## src/rtl/enable_prescaler_pkg.sv

```systemverilog
// Shared definitions for the enable prescaler: state encoding, default
// widths and the minimum effective divide ratio.
package enable_prescaler_pkg;

  localparam int DIV_WIDTH_DEF   = 8;
  localparam int BURST_WIDTH_DEF = 4;
  localparam int DIV_MIN         = 1;

  typedef enum logic {
    IDLE = 1'b0,
    RUN  = 1'b1
  } state_e;

endpackage

```

## src/rtl/prescale_divider.sv

```systemverilog
// Prescale divider: latches the divide ratio on load and runs the prescale
// counter. tick_o reports, one cycle early, that the counter will sit at
// div_l-1 in the next cycle, so the parent can register its strobe and still
// land the first pulse exactly div_l cycles after the load edge.
module prescale_divider
  import enable_prescaler_pkg::*;
#(
  parameter int DIV_WIDTH = DIV_WIDTH_DEF
) (
  input  logic                 clk,
  input  logic                 reset,
  input  logic                 load_i,
  input  logic                 advance_i,
  input  logic [DIV_WIDTH-1:0] div_ratio_i,
  output logic                 tick_o
);

  localparam logic [DIV_WIDTH-1:0] DIV_ONE = DIV_WIDTH'(DIV_MIN);

  logic [DIV_WIDTH-1:0] div_q, div_d;
  logic [DIV_WIDTH-1:0] cnt_q, cnt_d;

  // Next ratio/count: load clears and latches (0 counts as 1), advance wraps at div_l-1.
  always_comb begin
    div_d = div_q;
    cnt_d = cnt_q;
    if (load_i) begin
      div_d = (div_ratio_i == '0) ? DIV_ONE : div_ratio_i;
      cnt_d = '0;
    end else if (advance_i) begin
      cnt_d = (cnt_q == div_q - DIV_ONE) ? '0 : cnt_q + DIV_ONE;
    end
  end

  assign tick_o = (cnt_d == div_d - DIV_ONE);

  // Ratio and counter registers with synchronous active-low reset.
  always_ff @(posedge clk) begin
    if (!reset) begin
      div_q <= DIV_ONE;
      cnt_q <= '0;
    end else begin
      div_q <= div_d;
      cnt_q <= cnt_d;
    end
  end

endmodule

```

## src/rtl/enable_prescaler.sv

```systemverilog
// Enable prescaler top: IDLE/RUN sequencer producing single-cycle count
// enables every div_l cycles, either continuously or for a burst of burst_l
// pulses, with busy/done status.
// Optional pause input is built in when ENABLE_PRESCALER_PAUSE_EN is defined.
//
// state | meaning
// IDLE  | waiting for start; enable_out and busy low
// RUN   | dividing clk and emitting enable pulses; busy high
module enable_prescaler
  import enable_prescaler_pkg::*;
#(
  parameter int DIV_WIDTH   = DIV_WIDTH_DEF,
  parameter int BURST_WIDTH = BURST_WIDTH_DEF
) (
  input  logic                   clk,
  input  logic                   reset,
  input  logic                   start,
  input  logic                   stop,
`ifdef ENABLE_PRESCALER_PAUSE_EN
  input  logic                   pause,
`endif
  input  logic [DIV_WIDTH-1:0]   div_ratio,
  input  logic [BURST_WIDTH-1:0] burst_len,
  output logic                   enable_out,
  output logic                   busy,
  output logic                   done
);

  localparam logic [BURST_WIDTH-1:0] BURST_ONE = BURST_WIDTH'(1);

  state_e                 state_q, state_d;
  logic [BURST_WIDTH-1:0] burst_q, burst_d;
  logic [BURST_WIDTH-1:0] pulse_q, pulse_d;
  logic [BURST_WIDTH-1:0] pulse_inc;
  logic                   enable_q, enable_d;
  logic                   done_q, done_d;
  logic                   load, advance, tick, pause_w;

`ifdef ENABLE_PRESCALER_PAUSE_EN
  assign pause_w = pause;
`else
  assign pause_w = 1'b0;
`endif

  assign pulse_inc = pulse_q + BURST_ONE;

  prescale_divider #(
    .DIV_WIDTH (DIV_WIDTH)
  ) u_div (
    .clk         (clk),
    .reset       (reset),
    .load_i      (load),
    .advance_i   (advance),
    .div_ratio_i (div_ratio),
    .tick_o      (tick)
  );

  // Next state, burst bookkeeping and the registered enable/done strobes.
  always_comb begin
    state_d = state_q;
    burst_d = burst_q;
    pulse_d = pulse_q;
    done_d  = 1'b0;
    load    = 1'b0;
    advance = 1'b0;
    case (state_q)
      IDLE: begin
        if (start && !stop) begin
          state_d = RUN;
          load    = 1'b1;
          burst_d = burst_len;
          pulse_d = '0;
        end
      end
      RUN: begin
        if (stop) begin
          state_d = IDLE;
        end else begin
          advance = !pause_w;
          if (enable_q) begin
            pulse_d = pulse_inc;
            if ((burst_q != '0) && (pulse_inc == burst_q)) begin
              state_d = IDLE;
              done_d  = 1'b1;
            end
          end
        end
      end
      default: state_d = IDLE;
    endcase
    enable_d = (state_d == RUN) && tick && (load || advance);
  end

  // State and status registers with synchronous active-low reset.
  always_ff @(posedge clk) begin
    if (!reset) begin
      state_q  <= IDLE;
      burst_q  <= '0;
      pulse_q  <= '0;
      enable_q <= 1'b0;
      done_q   <= 1'b0;
    end else begin
      state_q  <= state_d;
      burst_q  <= burst_d;
      pulse_q  <= pulse_d;
      enable_q <= enable_d;
      done_q   <= done_d;
    end
  end

  assign enable_out = enable_q;
  assign busy       = (state_q == RUN);
  assign done       = done_q;

endmodule

```

## config.mk

```make
export PLATFORM = sky130hd
export DESIGN_NAME = enable_prescaler
export DESIGN_NICKNAME = d
export VERILOG_FILES = /design/src/rtl/enable_prescaler_pkg.sv /design/src/rtl/prescale_divider.sv /design/src/rtl/enable_prescaler.sv
export SDC_FILE = /design/constraint.sdc
export NUM_CORES = 1
export LEC_CHECK = 0
export BUFFER_PORTS_ARGS = -buffer_cell sky130_fd_sc_hd__buf_2
export CAP_MARGIN = 0
export CORE_UTILIZATION = 60
export CTS_BUF_LIST = sky130_fd_sc_hd__clkbuf_8
export CTS_CLUSTER_DIAMETER = 150
export DETAILED_ROUTE_END_ITERATION = 8
export GPL_TIMING_DRIVEN = 0
export PLACE_DENSITY = 0.81
export SLEW_MARGIN = 10
export SYNTH_ARGS = -nofsm -noshare
export SYNTH_HDL_FRONTEND = slang
export SYNTH_SLANG_ARGS = --single-unit
```

## constraint.sdc

```tcl
create_clock -name clk -period 6.6 [get_ports clk]
set_clock_uncertainty 0.05 [all_clocks]
set_input_delay 1.98 -clock clk [delete_from_list [all_inputs] [get_ports clk]]
set_output_delay 1.98 -clock clk [all_outputs]
set_load 0.02 [all_outputs]
```

==> impl_results.rst <==
.. list-table::
   :header-rows: 1

   * - Metric
     - Value
   * - Status
     - complete, no violations
   * - Combined buffer and inverter count along the critical path
     - 2
   * - Arrival time at the worst endpoint
     - 5110 ps
   * - Main synth FF type
     - sky130_fd_sc_hd__dfxtp_1
   * - Deepest level of the CTS H-tree
     - 1
   * - Critical Path Fanout Max
     - 10
   * - Area Overhead vs Synth
     - 9.64%
   * - Final Slew Violations
     - 0
   * - Vias in the first global route
     - 1684
   * - Post_cts resized
     - 0
   * - Min-delay worst type
     - flip-flop to flip-flop
   * - Initial cell density of the core
     - 64.1%
   * - First drt pass iteration count
     - 4
   * - Critical Path RT
     - 6740 ps
   * - Leftover overflow at the end of global routing
     - 0
   * - First-pass GRT wire length
     - 7480 µm
   * - Worst-case clock buffer depth
     - 2
   * - Number of hold-slack violations in the final timing report
     - 0
   * - Leakage
     - 0.852 nW
   * - Avg Vias per Cell
     - 5.82
   * - Maximum number of pins on one net before global-route repair
     - 15
   * - Count of flip-flops with a built-in enable after synthesis
     - 0
   * - TritonCTS buffer count
     - 3
   * - Number of antenna-violating nets in the routed design
     - 0
   * - Unique masters post-synth
     - 53
   * - Final Critical Period
     - 4970 ps
   * - Clock share of power
     - 27.0%
   * - Count of port buffers added during placement
     - 18
   * - First-iteration detailed-routing DRC count
     - 98
   * - Post-synth design cell area
     - 1970 µm²
   * - Post-CTS clock slew at the launch and capture registers of the worst setup and hold paths
     - 90 ps
   * - Antenna diode count
     - 0
   * - Remaining DRCs
     - 0
   * - IR Drop Worst-Case VDD
     - 121 µV
   * - Clock latency reported for the late side of the worst-skew pair
     - 280 ps
   * - RePlAce Congestion
     - 0.876
   * - Share of async-settable or async-resettable flops after synthesis
     - 0%
   * - Placed cell area
     - 2120 µm²
   * - Post-synth net total
     - 263
   * - Post-route non-filler standard cell count
     - 309
   * - Number of nets in the finished design
     - 286
   * - Final setup vio count
     - 0
   * - Total power
     - 354 µW
   * - Initial antenna violation count
     - 0
   * - Category of the most critical setup path
     - primary input to flip-flop
   * - Max incr delay on CP
     - 560 ps
   * - Sink Count
     - 27
   * - Routed via count
     - 1797
   * - Cell-internal power
     - 247 µW
   * - Dominant delay contributor by cell family on the critical path
     - compound AO/OA/AOI/OAI gates
   * - Post CTS Setup Buffer Count
     - 0
   * - Layout cells sized above 1
     - 14.3%
   * - Total non-filler cell area in the finished layout
     - 2160 µm²
   * - Die Outline Area
     - 3520 µm²
   * - Headroom to the max-slew limit
     - 58.3%
   * - DIE WIDTH
     - 59.3 µm
   * - WL final
     - 4620 µm
   * - Switching Share
     - 30.3%
   * - Least-Margin Pin Slew
     - 625 ps
   * - Top-level port count
     - 19
   * - Unrepaired setup endpoints after global routing
     - no
   * - Buffer cell driving the clock tree root
     - sky130_fd_sc_hd__clkbuf_8
   * - Critical Path Slowest Stage Cell
     - sky130_fd_sc_hd__o31ai_1
   * - Achievable clock frequency
     - 201 MHz
   * - GRT Util Overall
     - 28.9%
   * - Power Density
     - 164 nW/µm²
   * - Max-capacitance violation count
     - 0
   * - Core Footprint
     - 3080 µm²
   * - Placed wire-length estimate after detailed placement
     - 3470 µm
   * - Share of the cycle needed by the critical path after routing
     - 75.3%
   * - Synth Instances
     - 243
   * - Cts-stage hold buffer count
     - 0
   * - Startpoint type of the worst setup path
     - primary input
   * - Number of filler cells placed in the layout
     - 274
   * - Clock tree from TritonCTS
     - done
   * - Number of synthesis warnings
     - 0
   * - Cells along the critical path
     - buf_2 -> or3b_2 -> clkbuf_1 -> o31ai_1 -> ha_1 -> o21ai_1 -> xor2_1 -> o2111a_1 -> o21ai_0 -> a21bo_2 -> a2111oi_2
   * - Average instance area after synthesis
     - 8.12 µm²
   * - Number of synthesized register bits
     - 27
   * - Average wire length per cell after detail routing
     - 15.0 µm
   * - Height of the chip
     - 59.3 µm
   * - Endpoint class of the critical path
     - flip-flop
   * - Proportion of synthesized chip area in sequential cells
     - 27.4%
   * - Sequential cell fraction of total power
     - 48.7%
   * - Placed Cells
     - 305
   * - Cell Rows
     - 20
   * - Combinational power share
     - 24.4%
   * - Setup TNS
     - 0 ps
   * - Net switching power figure
     - 107 µW
==> power groups by stage <==
stage	clock network, mW	registers (mW)	logic (mW)
3_3_place_gp	0	0.176	0.0838
2_1_floorplan	0	0.175	0.0640
5_1_grt	0.104	0.173	0.0940
3_5_place_dp	0	0.176	0.0848
6_report	0.0955	0.172	0.0863
4_1_cts	0.0966	0.172	0.0852
==> cells in the mapped netlist, types with 3 or more instances <==
cell	number	area [µm²]
sky130_fd_sc_hd__nor3_1	9	45.0
sky130_fd_sc_hd__mux2i_1	8	80.1
sky130_fd_sc_hd__nand3_1	9	45.0
sky130_fd_sc_hd__ha_1	4	50.1
sky130_fd_sc_hd__nand4_1	3	18.8
sky130_fd_sc_hd__nor2_1	22	82.6
sky130_fd_sc_hd__xor2_1	13	114
sky130_fd_sc_hd__nor2b_1	11	68.8
sky130_fd_sc_hd__o21ai_0	7	35.0
sky130_fd_sc_hd__a211oi_1	5	37.5
sky130_fd_sc_hd__clkbuf_1	7	26.3
sky130_fd_sc_hd__inv_1	8	30.0
sky130_fd_sc_hd__a21oi_1	5	25.0
sky130_fd_sc_hd__xnor2_1	16	140
sky130_fd_sc_hd__dfxtp_1	27	541
sky130_fd_sc_hd__and3_1	4	25.0
sky130_fd_sc_hd__and2_1	3	18.8
sky130_fd_sc_hd__a21boi_0	6	45.0
sky130_fd_sc_hd__nand2_1	29	109
sky130_fd_sc_hd__buf_6	5	56.3
==> cell usage in the layout (no fill, tap or decap), drive strengths merged, types with 3 or more instances in the layout <==
cell and count:
and3 4, ha 4, and2 3, mux2i 8, nor3 9, nand2 29
nand3 9, xor2 13, nand4 3, a211oi 5, a21boi 6, nor2b 11
nor4 3, or4 3, inv 9, clkbuf 10, a21oi 5, buf 25
o21ai 9, xnor2 16, dfxtp 27, nor2 22
==> final timing paths <==
path	from	endpoint	slack, ps	cells after the start
worst min-delay path	burst_q[3]	burst_q[3]	440	2
worst max-delay path	stop	enable_out	1630	11
worst max register to register	busy	enable_out	3060	10
worst min register to register	burst_q[3]	burst_q[3]	440	2
==> cell type report <==
cell class | count | area (µm²) | area share, %
multi-input cells | 194 | 1310 | 60.3
flip-flops and latches | 27 | 541 | 25.0
plain buffers | 14 | 97.6 | 4.51
repair buffers | 18 | 90.1 | 4.16
well taps | 44 | 55.1 | 2.54
clock buffers | 3 | 41.3 | 1.91
inverters | 8 | 30.0 | 1.39
clock inverters | 1 | 3.75 | 0.174
==> tightest hold or removal path: cells and delay by family (launching register included) <==
kind | cells | cell delay [ps]
DFF | 1 | 340
AOI/OAI and AO/OA | 1 | 60
and+or+nand+nor | 1 | 50
==> cells by family (layout without fill, tap and decap cells) <==
family,count (synthesis),count (layout),synth area share [%]
AO/OA/AOI/OAI,42,42,16.2
XOR/XNOR,30,30,14.2
adder cells (fa/ha/maj),4,4,2.54
buffers and inverters,22,44,6.47
flip-flops,27,27,27.4
multiplexers,9,9,4.63
AND/OR/NAND/NOR,109,109,28.5
==> metrics by stage <==
step	setup WS (ps)	utilization, %	hold slack [ps]
5_1_grt	1460	70.3	470
3_5_place_dp	1430	68.8	433
2_1_floorplan	1940	-	406
6_report	1630	70.3	442
3_3_place_gp	1400	68.8	426
4_1_cts	1690	70.3	446
==> per-layer routing <==
layer | GRT usage [%] | share of wire [%] | up-vias
met5 | 0 | 0 | -
met3 | 4.37 | 6.5 | 11
met2 | 46.4 | 45 | 70
met1 | 38.1 | 47 | 819
li1 | - | - | 897
met4 | 13.6 | 1.9 | 0
==> state kept, by name (all words and copies together), names as in the netlist <==
register,count
busy,1
burst_q,4
u_div.cnt_q,8
u_div.div_q,8
enable_out,1
done,1
pulse_q,4
Note: power is estimated with default switching activity, not from simulation.
